--- config.mk ---
export PLATFORM = sky130hd
export DESIGN_NAME = packet_rr_arbiter
export DESIGN_NICKNAME = d
export VERILOG_FILES = /design/src/rtl/packet_rr_arbiter.sv
export SDC_FILE = /design/constraint.sdc
export NUM_CORES = 1
export LEC_CHECK = 0
export ABC_AREA = 1
export ABC_CLOCK_PERIOD_IN_PS = 1200
export BUFFER_PORTS_ARGS = -buffer_cell sky130_fd_sc_hd__buf_2
export CAP_MARGIN = 0
export CORE_MARGIN = 4
export CORE_UTILIZATION = 39
export CTS_CLUSTER_SIZE = 28
export DETAILED_ROUTE_END_ITERATION = 8
export PLACE_DENSITY = 0.75
export SYNTH_ARGS = -nofsm -noshare
export SYNTH_HDL_FRONTEND = slang
export SYNTH_SLANG_ARGS = --single-unit
export TNS_END_PERCENT = 100
--- constraint.sdc ---
create_clock -name clk -period 1.2 [get_ports clk]
set_input_delay 0.18 -clock clk [delete_from_list [all_inputs] [get_ports clk]]
set_output_delay 0.18 -clock clk [all_outputs]
set_load 0.02 [all_outputs]
--- src/rtl/packet_rr_arbiter.sv ---
// packet_rr_arbiter: round-robin arbiter that locks one input stream per packet into a registered output stage.
module packet_rr_arbiter #(
    parameter int NUM_INPUTS = 4,
    parameter int WIDTH_INPUTS = 8,
    localparam int WIDTH_SELECT = $clog2(NUM_INPUTS)
) (
    input  logic clk,
    input  logic rst,
    input  logic [NUM_INPUTS-1:0][WIDTH_INPUTS-1:0] in_data,
    input  logic [NUM_INPUTS-1:0] in_valid,
    input  logic [NUM_INPUTS-1:0] in_last,
    output logic [NUM_INPUTS-1:0] in_ready,
    output logic [WIDTH_INPUTS-1:0] out_data,
    output logic out_valid,
    output logic out_last,
    input  logic out_ready,
    output logic [WIDTH_SELECT-1:0] grant_sel,
    output logic busy
);
    localparam logic [0:0] IDLE = 1'b0;
    localparam logic [0:0] LOCKED = 1'b1;
    logic [0:0] state;
    logic [WIDTH_SELECT-1:0] last_grant, next_grant, cand;
    logic can_load, in_xfer;
    assign busy = state == LOCKED;
    assign can_load = !out_valid || out_ready;
    assign in_ready = (busy && can_load) ? NUM_INPUTS'(1) << grant_sel : '0;
    assign in_xfer = busy && can_load && in_valid[grant_sel];
    // Scan from farthest to nearest offset so the nearest requester after last_grant wins.
    always_comb begin
        next_grant = grant_sel;
        cand = '0;
        for (int k = NUM_INPUTS; k >= 1; k--) begin
            cand = WIDTH_SELECT'((int'(last_grant) + k) % NUM_INPUTS);
            if (in_valid[cand]) next_grant = cand;
        end
    end
    always_ff @(posedge clk) begin
        if (rst) begin
            state <= IDLE;
            grant_sel <= '0;
            last_grant <= WIDTH_SELECT'(NUM_INPUTS - 1);
            out_valid <= 1'b0;
            out_data <= '0;
            out_last <= 1'b0;
        end else begin
            if (in_xfer) begin
                out_data <= in_data[grant_sel];
                out_last <= in_last[grant_sel];
                out_valid <= 1'b1;
            end else if (out_ready) begin
                out_valid <= 1'b0;
            end
            if (state == IDLE && |in_valid) begin
                grant_sel <= next_grant;
                state <= LOCKED;
            end else if (in_xfer && in_last[grant_sel]) begin
                last_grant <= grant_sel;
                state <= IDLE;
            end
        end
    end
endmodule

==> impl_metrics.env, run 1 <==
export IMPL_htree_levels=1
export IMPL_grt_ovfl_total=0
export IMPL_netlist_top_cells_area="dfxtp_1 (28%), nand2_1 (25%), nor2_1 (9.1%), nand3_1 (5.6%), inv_1 (5.2%)"
export IMPL_hold_viol_final=0
export IMPL_fin_crit_sh_pct=114.9
export IMPL_hold_slack_ps=76.00
export IMPL_grt_pass1_wl_mm=5.644
export IMPL_dp_slack_ps=-100.8
export IMPL_first_pass_iters=4
export IMPL_internal_power_mw=1.314
export IMPL_power_density_mw_per_mm2=1248
export IMPL_multi_input_area_um2=835.8
export IMPL_power_switching_mw=1.008
export IMPL_cts_tree="yes"
export IMPL_seq_area_um2=316.6
export IMPL_postRouteAntennaNets=0
export IMPL_clock_path_buffers=2
export IMPL_cts_buffers=3
export IMPL_status="complete, but fails checks"
export IMPL_grtUsageTotal_pct=20.01
export IMPL_worstSkewPairLatency_ps=300
export IMPL_synth_cell_types=22
export IMPL_cap_violations=0
export IMPL_period_minus_slack_ps=1379
export IMPL_finalNonFillerCells=299
export IMPL_final_cell_mix="nand2_1 (54), buf_2 (54), buf_4 (21)"
export IMPL_syn_area_mm2=0.001075
export IMPL_final_max_slew_viol_count=0
export IMPL_worstPathCellList="nand2_2, buf_4, nor2_1, buf_4"
export IMPL_via_per_inst=4.886
export IMPL_crit_arrival_ps=1200
export IMPL_start_util_pct=42.23
export IMPL_routed_wl_mm=3.505
export IMPL_cp_top_family="flip-flops"
export IMPL_max_freq_mhz=725.1
export IMPL_antenna_cells=0
export IMPL_cts_sinks=15
export IMPL_antenna_found_initial=0
export IMPL_n_fill_cell=214
export IMPL_slew_headroom_pct=81.73
export IMPL_synth_top_area_share_pct=27.94
export IMPL_end_kind="output pin"
export IMPL_root_buffer="clkbuf_4"
export IMPL_layout_drive_gt1_share_pct=54.65
export IMPL_criticalPathCategory="reg -> out"
export IMPL_ys_ff_latch=15
export IMPL_io_pins=60
export IMPL_row_count=18
export IMPL_critPathRequiredTime_ps=1020
export IMPL_gp_congestion=0.8065
export IMPL_drc=0
export IMPL_critPathSlowestCell="dfxtp_4"
export IMPL_tightest_slew_ps=273.8
export IMPL_syn_area_per_cell_um2=5.841
export IMPL_critical_path_max_stage_delay_ps=420
export IMPL_p_comb_share_pct=58.1
export IMPL_leakage_nw=1.001
export IMPL_routedWlPerCell_um=11.72
export IMPL_p_seq_share_pct=28.4
export IMPL_placed_area_mm2=0.001529
export IMPL_syn_nets=227
export IMPL_grt_pass1_vias=1356
export IMPL_power_share_switching_pct=43.42
export IMPL_rsz0062_at_grt="yes"
export IMPL_die_w_um=60.50
export IMPL_io_buffers=59
export IMPL_core_area_mm2=0.002545
export IMPL_final_area_mm2=0.001861
export IMPL_peakVddDrop_v=0.0008520
export IMPL_skew_ps=12.65
export IMPL_critPathBufInv=2
export IMPL_critPathMaxFanout=4
export IMPL_worst_slack_ps=-179.1
export IMPL_clk_pin_slew_worst_paths_ps=110
export IMPL_hp_class="in -> reg"
export IMPL_clock_power_share_pct=13.5
export IMPL_ys_warn_count=0
export IMPL_synth_cells=184
export IMPL_dieHeight_um=60.50
export IMPL_crit_top_cell="buf_4"
export IMPL_place_hpwl_mm=2.540
export IMPL_first_iter_violations=30
export IMPL_dp_cells=287
export IMPL_violations="setup timing"
export IMPL_syn_to_final_growth_pct=73.11
export IMPL_hold_buffers=0
export IMPL_die_area_mm2=0.003660
export IMPL_vias=1461
export IMPL_startpoint_type="flip-flop"
export IMPL_grt_max_degree=13
export IMPL_synth_top_cell_by_area="dfxtp_1"
export IMPL_synth_seq_area_share_pct=27.94
export IMPL_nNetsFinal=313
export IMPL_setup_viol=17
==> layer usage <==
metal,up-vias,wire (µm),GRT usage [%]
met1,644,1514,26.74
li1,757,-,-
met4,0,60,8.359
met3,4,258,2.979
met2,56,1670,32.25
met5,-,0,0
==> flip-flops by register name, indices dropped and copies added, names as in the netlist <==
signal      count
out_last        1
out_valid       1
grant_sel       2
out_data        8
last_grant      2
busy            1
==> path summary, 6_finish.rpt <==
| path | start | end | slack (ps) | cells after the start |
|---|---|---|---|---|
| worst max-delay path | grant_sel[0] | in_ready[3] | -180 | 4 |
| worst min-delay path | rst | out_last | 80 | 2 |
| worst max register to register | grant_sel[0] | out_last | -150 | 8 |
| worst min register to register | out_data[5] | out_data[5] | 470 | 2 |
==> power groups by stage <==
stage	clock network, mW	logic, mW	registers (mW)
final	0.313	1.35	0.659
after global routing	0.323	1.49	0.671
after CTS	0.302	1.15	0.645
after detailed placement	0	1.01	0.649
after global placement	0	0.997	0.646
after floorplan	0	0.572	0.717
==> stage by stage <==
stage	TNS (ps)	util, %	power (mW)
4_1_cts	-1871	66.08	2.100
2_1_floorplan	-1670	-	1.290
3_5_place_dp	-794.0	60.08	1.655
6_report	-1989	73.11	2.321
3_3_place_gp	-286.7	60.08	1.643
5_1_grt	-3294	73.11	2.483
==> logic make-up (layout without fill, tap and decap cells) <==
| kind of cell | count (synthesis) | in the layout | share of synthesized area [%] |
|---|---|---|---|
| and+or+nand+nor | 125 | 125 | 49.48 |
| buffers and inverters | 24 | 109 | 10.36 |
| AOI/OAI and AO/OA | 20 | 20 | 12.22 |
| DFF | 15 | 15 | 27.94 |
==> synth_stat cells (all sizes together) <==
library cell and n:
a211oi 4, a21oi 11, a22oi 1, buf 5, clkbuf 1, dfxtp 15, inv 18, nand2 76
nand3 12, nand4 7, nor2 28, nor3 2, o211ai 1, o21ai 3
==> area by class of cell <==
| cell class | count | share of cell area (%) |
|---|---|---|
| tap | 30 | 2.017 |
| clock buffer | 3 | 1.210 |
| sequential | 15 | 17.01 |
| timing repair buffer | 86 | 29.66 |
| clock inverter | 1 | 0.2690 |
| multi-input combinational | 145 | 44.92 |
| timing repair inverter | 1 | 0.4707 |
| inverter | 18 | 4.438 |
==> what timing repair did <==
action / in CTS / in global routing
resized for setup: 32 / 45
buffers inserted: 4 / 4
pin swaps: 13 / 19
endpoints found under the setup margin: 18 / 20
gates cloned: 0 / 1
No activity file was read; power rests on OpenSTA's default activity.
==> run 2, diff against run 1 <==
--- a/config.mk
+++ b/config.mk
@@ -14,6 +14,7 @@
 export CTS_CLUSTER_SIZE = 28
 export DETAILED_ROUTE_END_ITERATION = 8
 export PLACE_DENSITY = 0.75
+export REMOVE_ABC_BUFFERS = 1
 export SYNTH_ARGS = -nofsm -noshare
 export SYNTH_HDL_FRONTEND = slang
 export SYNTH_SLANG_ARGS = --single-unit
==> run 2 against run 1 <==
  * The run ends with DRC, setup timing left
  * Clock power down 12%
  * Largest power group unchanged
  * Die area unchanged
  * Sequential power fell by 2%
  * Combinational power is 5% higher
  * Count of clock-buffer cells in the layout up 1
==> impl_metrics.env, run 2 (same netlist as run 1, synthesis figures left out) <==
export IMPL_status="complete, but fails checks"
export IMPL_violations="DRC, setup timing"
export IMPL_root_buffer="clkbuf_4"
export IMPL_syn_to_final_growth_pct=79.28
export IMPL_rsz0062_at_grt="yes"
export IMPL_worst_slack_ps=-187.9
export IMPL_fin_crit_sh_pct=115.7
export IMPL_hp_class="in -> reg"
export IMPL_multi_input_area_um2=795.8
export IMPL_placed_area_mm2=0.001549
export IMPL_core_area_mm2=0.002545
export IMPL_power_switching_uw=982.9
export IMPL_grt_pass1_wl_mm=5.685
export IMPL_critPathSlowestCell="dfxtp_4"
export IMPL_die_area_mm2=0.003660
export IMPL_critPathRequiredTime_ps=1350
export IMPL_grt_pass1_vias=1382
export IMPL_grt_ovfl_total=0
export IMPL_clock_power_share_pct=11.8
export IMPL_routedWlPerCell_um=12.98
export IMPL_vias=1543
export IMPL_nNetsFinal=325
export IMPL_grt_max_degree=11
export IMPL_max_freq_mhz=720.5
export IMPL_io_buffers=59
export IMPL_routed_wl_mm=4.038
export IMPL_hold_buffers=0
export IMPL_slew_headroom_pct=85.15
export IMPL_largest_reg_flops=8
export IMPL_layout_drive_gt1_share_pct=54.45
export IMPL_antenna_found_initial=0
export IMPL_drc=2
export IMPL_skew_ps=3.598
export IMPL_die_w_um=60.50
export IMPL_crit_arrival_ps=1540
export IMPL_met1_usage_pct=26.06
export IMPL_cp_top_family="simple AND/OR/NAND/NOR gates"
export IMPL_internal_power_mw=1.357
export IMPL_power_share_switching_pct=42.00
export IMPL_clock_path_buffers=2
export IMPL_peakVddDrop_v=0.0009852
export IMPL_tightest_slew_ps=222.5
export IMPL_end_kind="flip-flop"
export IMPL_use_met2_pct=35.34
export IMPL_final_area_mm2=0.001927
export IMPL_met3_usage_pct=1.702
export IMPL_cts_sinks=15
export IMPL_final_common_cell="nand2_1"
export IMPL_leakage_nw=1.053
export IMPL_io_pins=60
export IMPL_gp_congestion=0.8666
export IMPL_critPathBufInv=2
export IMPL_cts_tree="yes"
export IMPL_power_density_mw_per_mm2=1214
export IMPL_final_max_slew_viol_count=0
export IMPL_htree_levels=1
export IMPL_worstSkewPairLatency_ps=270
export IMPL_criticalPathCategory="reg -> reg"
export IMPL_startpoint_type="flip-flop"
export IMPL_place_hpwl_mm=2.641
export IMPL_row_count=18
export IMPL_dieHeight_um=60.50
export IMPL_setup_viol=20
export IMPL_dp_cells=290
export IMPL_n_fill_cell=196
export IMPL_critical_path_max_stage_delay_ps=380
export IMPL_p_comb_share_pct=60.7
export IMPL_period_minus_slack_ps=1388
export IMPL_final_cell_mix="nand2_1 (56), buf_2 (53), buf_4 (31)"
export IMPL_first_iter_violations=58
export IMPL_regMostFlops="out_data"
export IMPL_postRouteAntennaNets=0
export IMPL_start_util_pct=42.23
export IMPL_finalNonFillerCells=311
export IMPL_grtUsageTotal_pct=20.17
export IMPL_cap_violations=0
export IMPL_p_seq_share_pct=27.5
export IMPL_reg_top3="out_data (8), grant_sel (2), last_grant (2)"
export IMPL_cts_buffers=3
export IMPL_antenna_cells=0
export IMPL_critPathMaxFanout=9
export IMPL_top_usage_layer="met2"
export IMPL_first_pass_iters=6
export IMPL_via_per_inst=4.961
export IMPL_clk_pin_slew_worst_paths_ps=90
export IMPL_seq_area_um2=316.6
export IMPL_worstPathCellList="nand2_1, clkinv_4, a21oi_4, nand2_4, buf_4, nand4_1, nand3_1"
export IMPL_hold_viol_final=0
-- run 2: cell types whose count changed in the layout (fill, tap and decap cells not counted), sizes merged --
cell / change
inv: -1
buf: +12
clkbuf: +1
-- run 2: metal layers --
layer / routed length [µm] / share of wire, %
met1: 1646 / 41
met2: 2054 / 51
met4: 74 / 1.8
met5: 0 / 0
met3: 264 / 6.5
-- run 2: path summary, 6_finish.rpt --
path | start | end | slack, ps | depth (start not counted)
setup / recovery | grant_sel[0] | last_grant[0] | -190 | 7
hold / removal | rst | out_valid | 80 | 2
setup reg to reg | grant_sel[0] | last_grant[0] | -190 | 7
hold reg to reg | out_last | out_last | 460 | 2
-- run 2: cell type report --
cell class | instances | area share [%]
inverters | 18 | 4.286
repair buffers | 98 | 34.48
clock buffers | 4 | 1.364
flip-flops and latches | 15 | 16.43
multi-input cells | 145 | 41.30
repair inverters | 1 | 0.1948
well taps | 30 | 1.948
-- run 2: timing repair --
action / 4_1_cts / 5_1_grt
endpoints found under the setup margin: 19 / 21
setup buffers: 11 / 5
cloned: 1 / 0
resized for setup: 44 / 32
pin swaps: 12 / 21
-- run 2: power by group through the flow --
| stage | sequential (mW) | clock, mW | combinational [mW] |
|---|---|---|---|
| finish | 0.643 | 0.276 | 1.42 |
| CTS | 0.638 | 0.275 | 1.26 |
| detailed placement | 0.637 | 0 | 1.06 |
| global route | 0.655 | 0.303 | 1.53 |
| floorplan | 0.733 | 0 | 0.496 |
| global placement | 0.634 | 0 | 1.05 |
-- run 2: stage by stage --
step / power [mW] / hold slack, ps / utilization (%) / setup WS [ps] / setup TNS, ps
2_1_floorplan: 1.228 / 249.1 / - / -490.2 / -6402
3_3_place_gp: 1.680 / 372.2 / 60.87 / -179.1 / -1733
3_5_place_dp: 1.692 / 376.8 / 60.87 / -217.7 / -2057
4_1_cts: 2.173 / 88.00 / 70.85 / -162.8 / -1797
5_1_grt: 2.489 / 90.21 / 75.71 / -230.4 / -3708
6_report: 2.340 / 82.78 / 75.71 / -187.9 / -2797
